[src/rtl/seg_scan.sv]
// seg_scan: 5-digit multiplexed seven-segment scanner with per-frame latching and flash.
// Optional anti-ghosting dead time per digit is enabled by defining SEG_BLANK_EN.
module seg_scan #(
    parameter int DIGIT_DIV  = 4000,
    parameter int FLASH_HALF = 250,
    parameter int BLANK_CYC  = 2
) (
    input  logic        clk,
    input  logic        reset,
    input  logic [39:0] data_in,
    input  logic [2:0]  mode_in,
    output logic [4:0]  digit_sel,
    output logic [7:0]  seg_out,
    output logic [2:0]  flash_cnt
);

    localparam int DW = $clog2(DIGIT_DIV);
    localparam int FW = (FLASH_HALF > 1) ? $clog2(FLASH_HALF) : 1;

    localparam logic [DW-1:0] DIV_LAST   = DW'(DIGIT_DIV - 1);
    localparam logic [DW-1:0] BLANK_LEN  = DW'(BLANK_CYC);
    localparam logic [FW-1:0] HALF_LAST  = FW'(FLASH_HALF - 1);
    localparam logic [2:0]    LAST_DIG   = 3'd4;
    localparam logic [2:0]    FC_MAX     = 3'd7;

`ifdef SEG_BLANK_EN
    localparam bit BLANK_EN = 1'b1;
`else
    localparam bit BLANK_EN = 1'b0;
`endif

    typedef enum logic [1:0] {
        MODE_CONST = 2'd0,
        MODE_FLASH = 2'd1,
        MODE_BLANK = 2'd2
    } mode_t;

    typedef enum logic {
        PH_ON  = 1'b0,
        PH_OFF = 1'b1
    } phase_t;

    // Unlisted mode codes fall back to a steady display.
    function automatic mode_t decode_mode(input logic [2:0] m);
        mode_t r;
        case (m)
            3'd1:    r = MODE_FLASH;
            3'd2:    r = MODE_BLANK;
            default: r = MODE_CONST;
        endcase
        return r;
    endfunction

    // Scan state
    logic          started;
    logic [DW-1:0] div_cnt;
    logic [2:0]    dig;

    // Frame-latched display content
    logic [39:0]   frame_data;
    mode_t         frame_mode;

    // Flash engine state
    logic [FW-1:0] frame_cnt;
    phase_t        phase;

    // Next-state values
    logic          div_wrap;
    logic          frame_start;
    logic [DW-1:0] div_nxt;
    logic [2:0]    dig_nxt;
    logic [39:0]   data_nxt;
    mode_t         mode_nxt;
    logic [FW-1:0] cnt_nxt;
    phase_t        phase_nxt;
    logic [2:0]    fc_nxt;
    logic [7:0]    byte_nxt;
    logic          dark;
    logic          dead;
    logic [4:0]    sel_nxt;
    logic [7:0]    seg_nxt;

    // Divider and digit index; the first edge out of reset opens a frame.
    always_comb begin
        div_wrap    = (div_cnt == DIV_LAST);
        div_nxt     = div_cnt;
        dig_nxt     = dig;
        frame_start = 1'b0;
        if (!started) begin
            div_nxt     = '0;
            dig_nxt     = '0;
            frame_start = 1'b1;
        end else if (div_wrap) begin
            div_nxt = '0;
            if (dig == LAST_DIG) begin
                dig_nxt     = '0;
                frame_start = 1'b1;
            end else begin
                dig_nxt = dig + 3'd1;
            end
        end else begin
            div_nxt = div_cnt + 1'b1;
        end
    end

    // Latch content at frame start and advance the flash sequence.
    always_comb begin
        data_nxt  = frame_data;
        mode_nxt  = frame_mode;
        cnt_nxt   = frame_cnt;
        phase_nxt = phase;
        fc_nxt    = flash_cnt;
        if (frame_start) begin
            data_nxt = data_in;
            mode_nxt = decode_mode(mode_in);
            if (mode_nxt != MODE_FLASH || frame_mode != MODE_FLASH) begin
                // Entering or outside flash: sequence restarts lit.
                cnt_nxt   = '0;
                phase_nxt = PH_ON;
                fc_nxt    = '0;
            end else if (frame_cnt == HALF_LAST) begin
                cnt_nxt   = '0;
                phase_nxt = (phase == PH_ON) ? PH_OFF : PH_ON;
                if (phase == PH_OFF && flash_cnt != FC_MAX) begin
                    fc_nxt = flash_cnt + 3'd1;
                end
            end else begin
                cnt_nxt = frame_cnt + 1'b1;
            end
        end
    end

    // Pick the byte for the digit about to be driven and gate it.
    always_comb begin
        unique case (dig_nxt)
            3'd0:    byte_nxt = data_nxt[39:32];
            3'd1:    byte_nxt = data_nxt[31:24];
            3'd2:    byte_nxt = data_nxt[23:16];
            3'd3:    byte_nxt = data_nxt[15:8];
            default: byte_nxt = data_nxt[7:0];
        endcase
        dark = (mode_nxt == MODE_BLANK) ||
               (mode_nxt == MODE_FLASH && phase_nxt == PH_OFF);
        dead = BLANK_EN && (div_nxt < BLANK_LEN);
        sel_nxt = 5'b00001 << dig_nxt;
        seg_nxt = dark ? 8'h00 : byte_nxt;
        if (dead) begin
            sel_nxt = 5'b00000;
            seg_nxt = 8'h00;
        end
    end

    // Scan counters.
    always_ff @(posedge clk or posedge reset) begin
        if (reset) begin
            started <= 1'b0;
            div_cnt <= '0;
            dig     <= '0;
        end else begin
            started <= 1'b1;
            div_cnt <= div_nxt;
            dig     <= dig_nxt;
        end
    end

    // Frame-latched content and flash engine.
    always_ff @(posedge clk or posedge reset) begin
        if (reset) begin
            frame_data <= '0;
            frame_mode <= MODE_CONST;
            frame_cnt  <= '0;
            phase      <= PH_ON;
            flash_cnt  <= '0;
        end else begin
            frame_data <= data_nxt;
            frame_mode <= mode_nxt;
            frame_cnt  <= cnt_nxt;
            phase      <= phase_nxt;
            flash_cnt  <= fc_nxt;
        end
    end

    // Registered pin drive.
    always_ff @(posedge clk or posedge reset) begin
        if (reset) begin
            digit_sel <= '0;
            seg_out   <= '0;
        end else begin
            digit_sel <= sel_nxt;
            seg_out   <= seg_nxt;
        end
    end

endmodule

[config.mk]
export PLATFORM = sky130hd
export DESIGN_NAME = seg_scan
export DESIGN_NICKNAME = d
export VERILOG_FILES = /design/src/rtl/seg_scan.sv
export SDC_FILE = /design/constraint.sdc
export NUM_CORES = 1
export LEC_CHECK = 0
export CAP_MARGIN = 10
export CORE_MARGIN = 2
export CORE_UTILIZATION = 51
export DETAILED_ROUTE_END_ITERATION = 8
export PLACE_DENSITY = 0.78
export SLEW_MARGIN = 25
export SYNTH_ARGS = -nofsm -noshare
export SYNTH_HDL_FRONTEND = slang
export SYNTH_SLANG_ARGS = --single-unit
[constraint.sdc]
create_clock -name clk -period 5.02 [get_ports clk]
set_input_delay 1.255 -clock clk [delete_from_list [all_inputs] [get_ports clk]]
set_output_delay 1.255 -clock clk [all_outputs]
set_load 0.02 [all_outputs]
==> insert_results.sql <==
INSERT INTO impl_metrics (metric_group, metric, value, unit) VALUES
('synth', 'mappedNetlistArea', '3790', 'µm²'),
('cts', 'root_cell_of_the_clock_tree', 'sky130_fd_sc_hd__clkbuf_8', ''),
('final_layout', 'area_delta_synth_final', '23.0', '%'),
('setup_path', 'startpoint_kind_of_the_worst_setup_timing_path', 'register', ''),
('synth', 'synthDominantAreaCellType', 'sky130_fd_sc_hd__dfrtp_1', ''),
('power', 'vdd_ir_drop_max', '0.154', 'mV'),
('sta', 'final.setup.worst_slack', '2050', 'ps'),
('sta', 'clock.fmax', '0.337', 'GHz'),
('die', 'die_width', '90.2', 'µm'),
('final_layout', 'utilization', '0.646', ''),
('synth', 'ys_top_cells_by_count', 'sky130_fd_sc_hd__nand2_1 (127), sky130_fd_sc_hd__dfrtp_1 (83), sky130_fd_sc_hd__nor2_1 (29), sky130_fd_sc_hd__o21ai_0 (17), sky130_fd_sc_hd__a21oi_1 (16)', ''),
('drt', 'routed_wire_length_per_instance', '14.0', 'µm'),
('sta', 'maxSlewHeadroom', '0.376', ''),
('sta', 'grt_setup_unrepaired', 'false', ''),
('final_layout', 'post_route_cells_drive_above_1_share', '0.0714', ''),
('synth', 'ys.flop_type', 'sky130_fd_sc_hd__dfrtp_1', ''),
('sta', 'hold_slack_final', '469', 'ps'),
('synth', 'netlist.area_leader.share', '0.548', ''),
('die', 'fp.coreArea', '7210', 'µm²'),
('sta', 'fin_crit', '2970', 'ps'),
('synth', 'post_synth_xor_area_fraction', '0.0277', ''),
('cts', 'post_cts.resized_instances', '0', ''),
('cts', 'cts.repair_timing.setup_buffer_count', '0', ''),
('run_status', 'status', 'complete, no violations', ''),
('sta', 'fin_tns_setup', '0', 'ps'),
('drt', 'postRouteWirelength', '7850', 'µm'),
('cts', 'cts_buffers', '9', ''),
('drt', 'route.detailed.vias_per_inst', '5.30', ''),
('synth', 'cell_count_after_synthesis', '399', ''),
('drt', 'drtAntennaViolNets', '0', ''),
('place', 'place_congestion', '0.837', ''),
('synth', 'yosysSeqAreaShare', '0.548', ''),
('place', 'post_dp_area', '4460', 'µm²'),
('place', 'place_inst', '544', ''),
('die', 'fp.dieArea', '8140', 'µm²'),
('power', 'power.leakage', '2.18', 'nW'),
('sta', 'number_of_setup_violations_in_the_final_report', '0', ''),
('place', 'post-dp-hpwl', '5440', 'µm'),
('cts', 'clockBufferDepth', '2', ''),
('sta', 'worst_clock_skew', '9.65', 'ps'),
('synth', 'yosysWarningCount', '0', ''),
('synth', 'post_synthesis_net_count', '451', ''),
('synth', 'synth-adder-area-share', '0.0231', ''),
('drt', 'drt-initial-drc-count', '199', ''),
('sta', 'slew_violations', '0', ''),
('power', 'totalPowerFinal', '1.34', 'mW'),
('sta', 'count_of_final_hold_check_violations', '0', ''),
('die', 'die_h', '90.2', 'µm'),
('drt', 'vias', '2976', ''),
('global_route', 'grtUsageTotal', '0.202', ''),
('place', 'io_buffers', '60', ''),
('final_layout', 'antenna_cells', '0', ''),
('final_layout', 'finish.cell_count_without_fillers', '561', ''),
('synth', 'post_synth_edffs', '0', ''),
('cts', 'cts_max_level', '3', ''),
('power', 'power_density', '288', 'nW/µm²'),
('final_layout', 'fill_cell_instance_count_of_the_final_layout', '595', ''),
('cts', 'clock_insertion_delay_worst_skew', '350', 'ps'),
('cts', 'cts.clk_slew.worst_paths', '80', 'ps'),
('final_layout', 'finalNetCount', '509', ''),
('setup_path', 'cp_data_arrival_time', '3230', 'ps'),
('min_path', 'hold_path.class', 'register to register', ''),
('global_route', 'wire_length_of_the_first_global_routing_pass', '13100', 'µm'),
('place', 'detailedPlace.worstSlack', '1820', 'ps'),
('die', 'effective_utilization_at_floorplan', '0.525', ''),
('synth', 'synth_top_family_by_area', 'simple AND/OR/NAND/NOR gates', ''),
('synth', 'synth.top_cells.by_area', 'sky130_fd_sc_hd__dfrtp_1 (55%), sky130_fd_sc_hd__nand2_1 (13%), sky130_fd_sc_hd__nor2_1 (2.9%)', ''),
('final_layout', 'finish.instance_area', '4660', 'µm²'),
('setup_path', 'required', '5280', 'ps'),
('cts', 'holdBufCountCts', '0', ''),
('synth', 'yosysMostFrequentCell', 'sky130_fd_sc_hd__nand2_1', '');
[cell usage in the layout, fill, tap and decap left out, types with 2 or more instances in the layout]
cell                              count
sky130_fd_sc_hd__xnor2_1              5
sky130_fd_sc_hd__clkinvlp_4           2
sky130_fd_sc_hd__a22o_1               3
sky130_fd_sc_hd__nor2b_1              4
sky130_fd_sc_hd__or3_1                6
sky130_fd_sc_hd__a21oi_1             16
sky130_fd_sc_hd__nor3_1               6
sky130_fd_sc_hd__nand2b_1             2
sky130_fd_sc_hd__and2_1               5
sky130_fd_sc_hd__nor2_1              29
sky130_fd_sc_hd__nand2_1            127
sky130_fd_sc_hd__mux2_2               5
sky130_fd_sc_hd__o31ai_1              2
sky130_fd_sc_hd__ha_1                 7
sky130_fd_sc_hd__clkinv_2             2
sky130_fd_sc_hd__and3_1               2
sky130_fd_sc_hd__clkbuf_1             2
sky130_fd_sc_hd__clkbuf_8            10
sky130_fd_sc_hd__buf_4                3
sky130_fd_sc_hd__inv_1                8
sky130_fd_sc_hd__dfrtp_1             83
sky130_fd_sc_hd__nor3b_1              4
sky130_fd_sc_hd__nand3b_1             2
sky130_fd_sc_hd__clkdlybuf4s50_1     60
sky130_fd_sc_hd__o21ai_0             17
sky130_fd_sc_hd__nand3_1              5
sky130_fd_sc_hd__xor2_1               7
sky130_fd_sc_hd__nand4_1              5
sky130_fd_sc_hd__a32oi_1              8
sky130_fd_sc_hd__a311oi_1             7
sky130_fd_sc_hd__a21o_1               3
[power breakdown]
part	total (mW)	switching, mW	internal [mW]
Sequential	0.724	0.0172	0.707
Combinational	0.145	0.0756	0.0695
Clock	0.474	0.231	0.243
[state kept, by name, summed over array words and instances, names as in the netlist]
name,count
frame_cnt,8
seg_out,8
phase,1
div_cnt,12
frame_data,40
digit_sel,5
dig,3
frame_mode,2
started,1
flash_cnt,3
[area by class of cell]
class	instances	area, µm²	share of cell area
Clock buffer	12	145	0.0311
Clock inverter	4	50.0	0.0107
Inverter	10	43.8	0.00939
Multi-Input combinational cell	290	1600	0.343
Sequential cell	83	2080	0.445
Tap cell	99	124	0.0266
Timing Repair Buffer	63	623	0.134
[cells by family after synthesis]
kind of cell	Yosys count
flip-flops	83
XOR/XNOR	12
other	1
multiplexers	6
AND/OR/NAND/NOR	200
AO/OA/AOI/OAI	64
adder cells (fa/ha/maj)	7
buffers and inverters	26
[final timing paths]
check,from,end,slack [ps],cells past startpoint
worst max-delay path,div_cnt[0],seg_out[6],2050,8
worst min-delay path,frame_data[36],frame_data[36],470,2
worst max register to register,div_cnt[0],seg_out[6],2050,8
worst min register to register,frame_data[36],frame_data[36],470,2
max in group asynchronous,reset,seg_out[4],2730,3
min in group asynchronous,reset,div_cnt[9],1370,2
[worst max-delay path: stages, from the launching register on]
cell	delay, ps
sky130_fd_sc_hd__dfrtp_1	390
sky130_fd_sc_hd__ha_1	250
sky130_fd_sc_hd__nand4_2	180
sky130_fd_sc_hd__or3_1	550
sky130_fd_sc_hd__a32oi_1	540
sky130_fd_sc_hd__buf_4	270
sky130_fd_sc_hd__inv_1	70
sky130_fd_sc_hd__or3_1	380
sky130_fd_sc_hd__a211oi_2	230
[metal layers]
| metal | wire [µm] | part of all wire | global-route usage | vias to the layer above |
|---|---|---|---|---|
| li1 | - | - | - | 1463 |
| met1 | 3580 | 0.46 | 0.260 | 1437 |
| met2 | 3870 | 0.49 | 0.334 | 67 |
| met3 | 282 | 0.036 | 0.0319 | 9 |
| met4 | 124 | 0.016 | 0.101 | 0 |
| met5 | 0 | 0 | 0 | - |
Power figures use the tool's default switching activity.
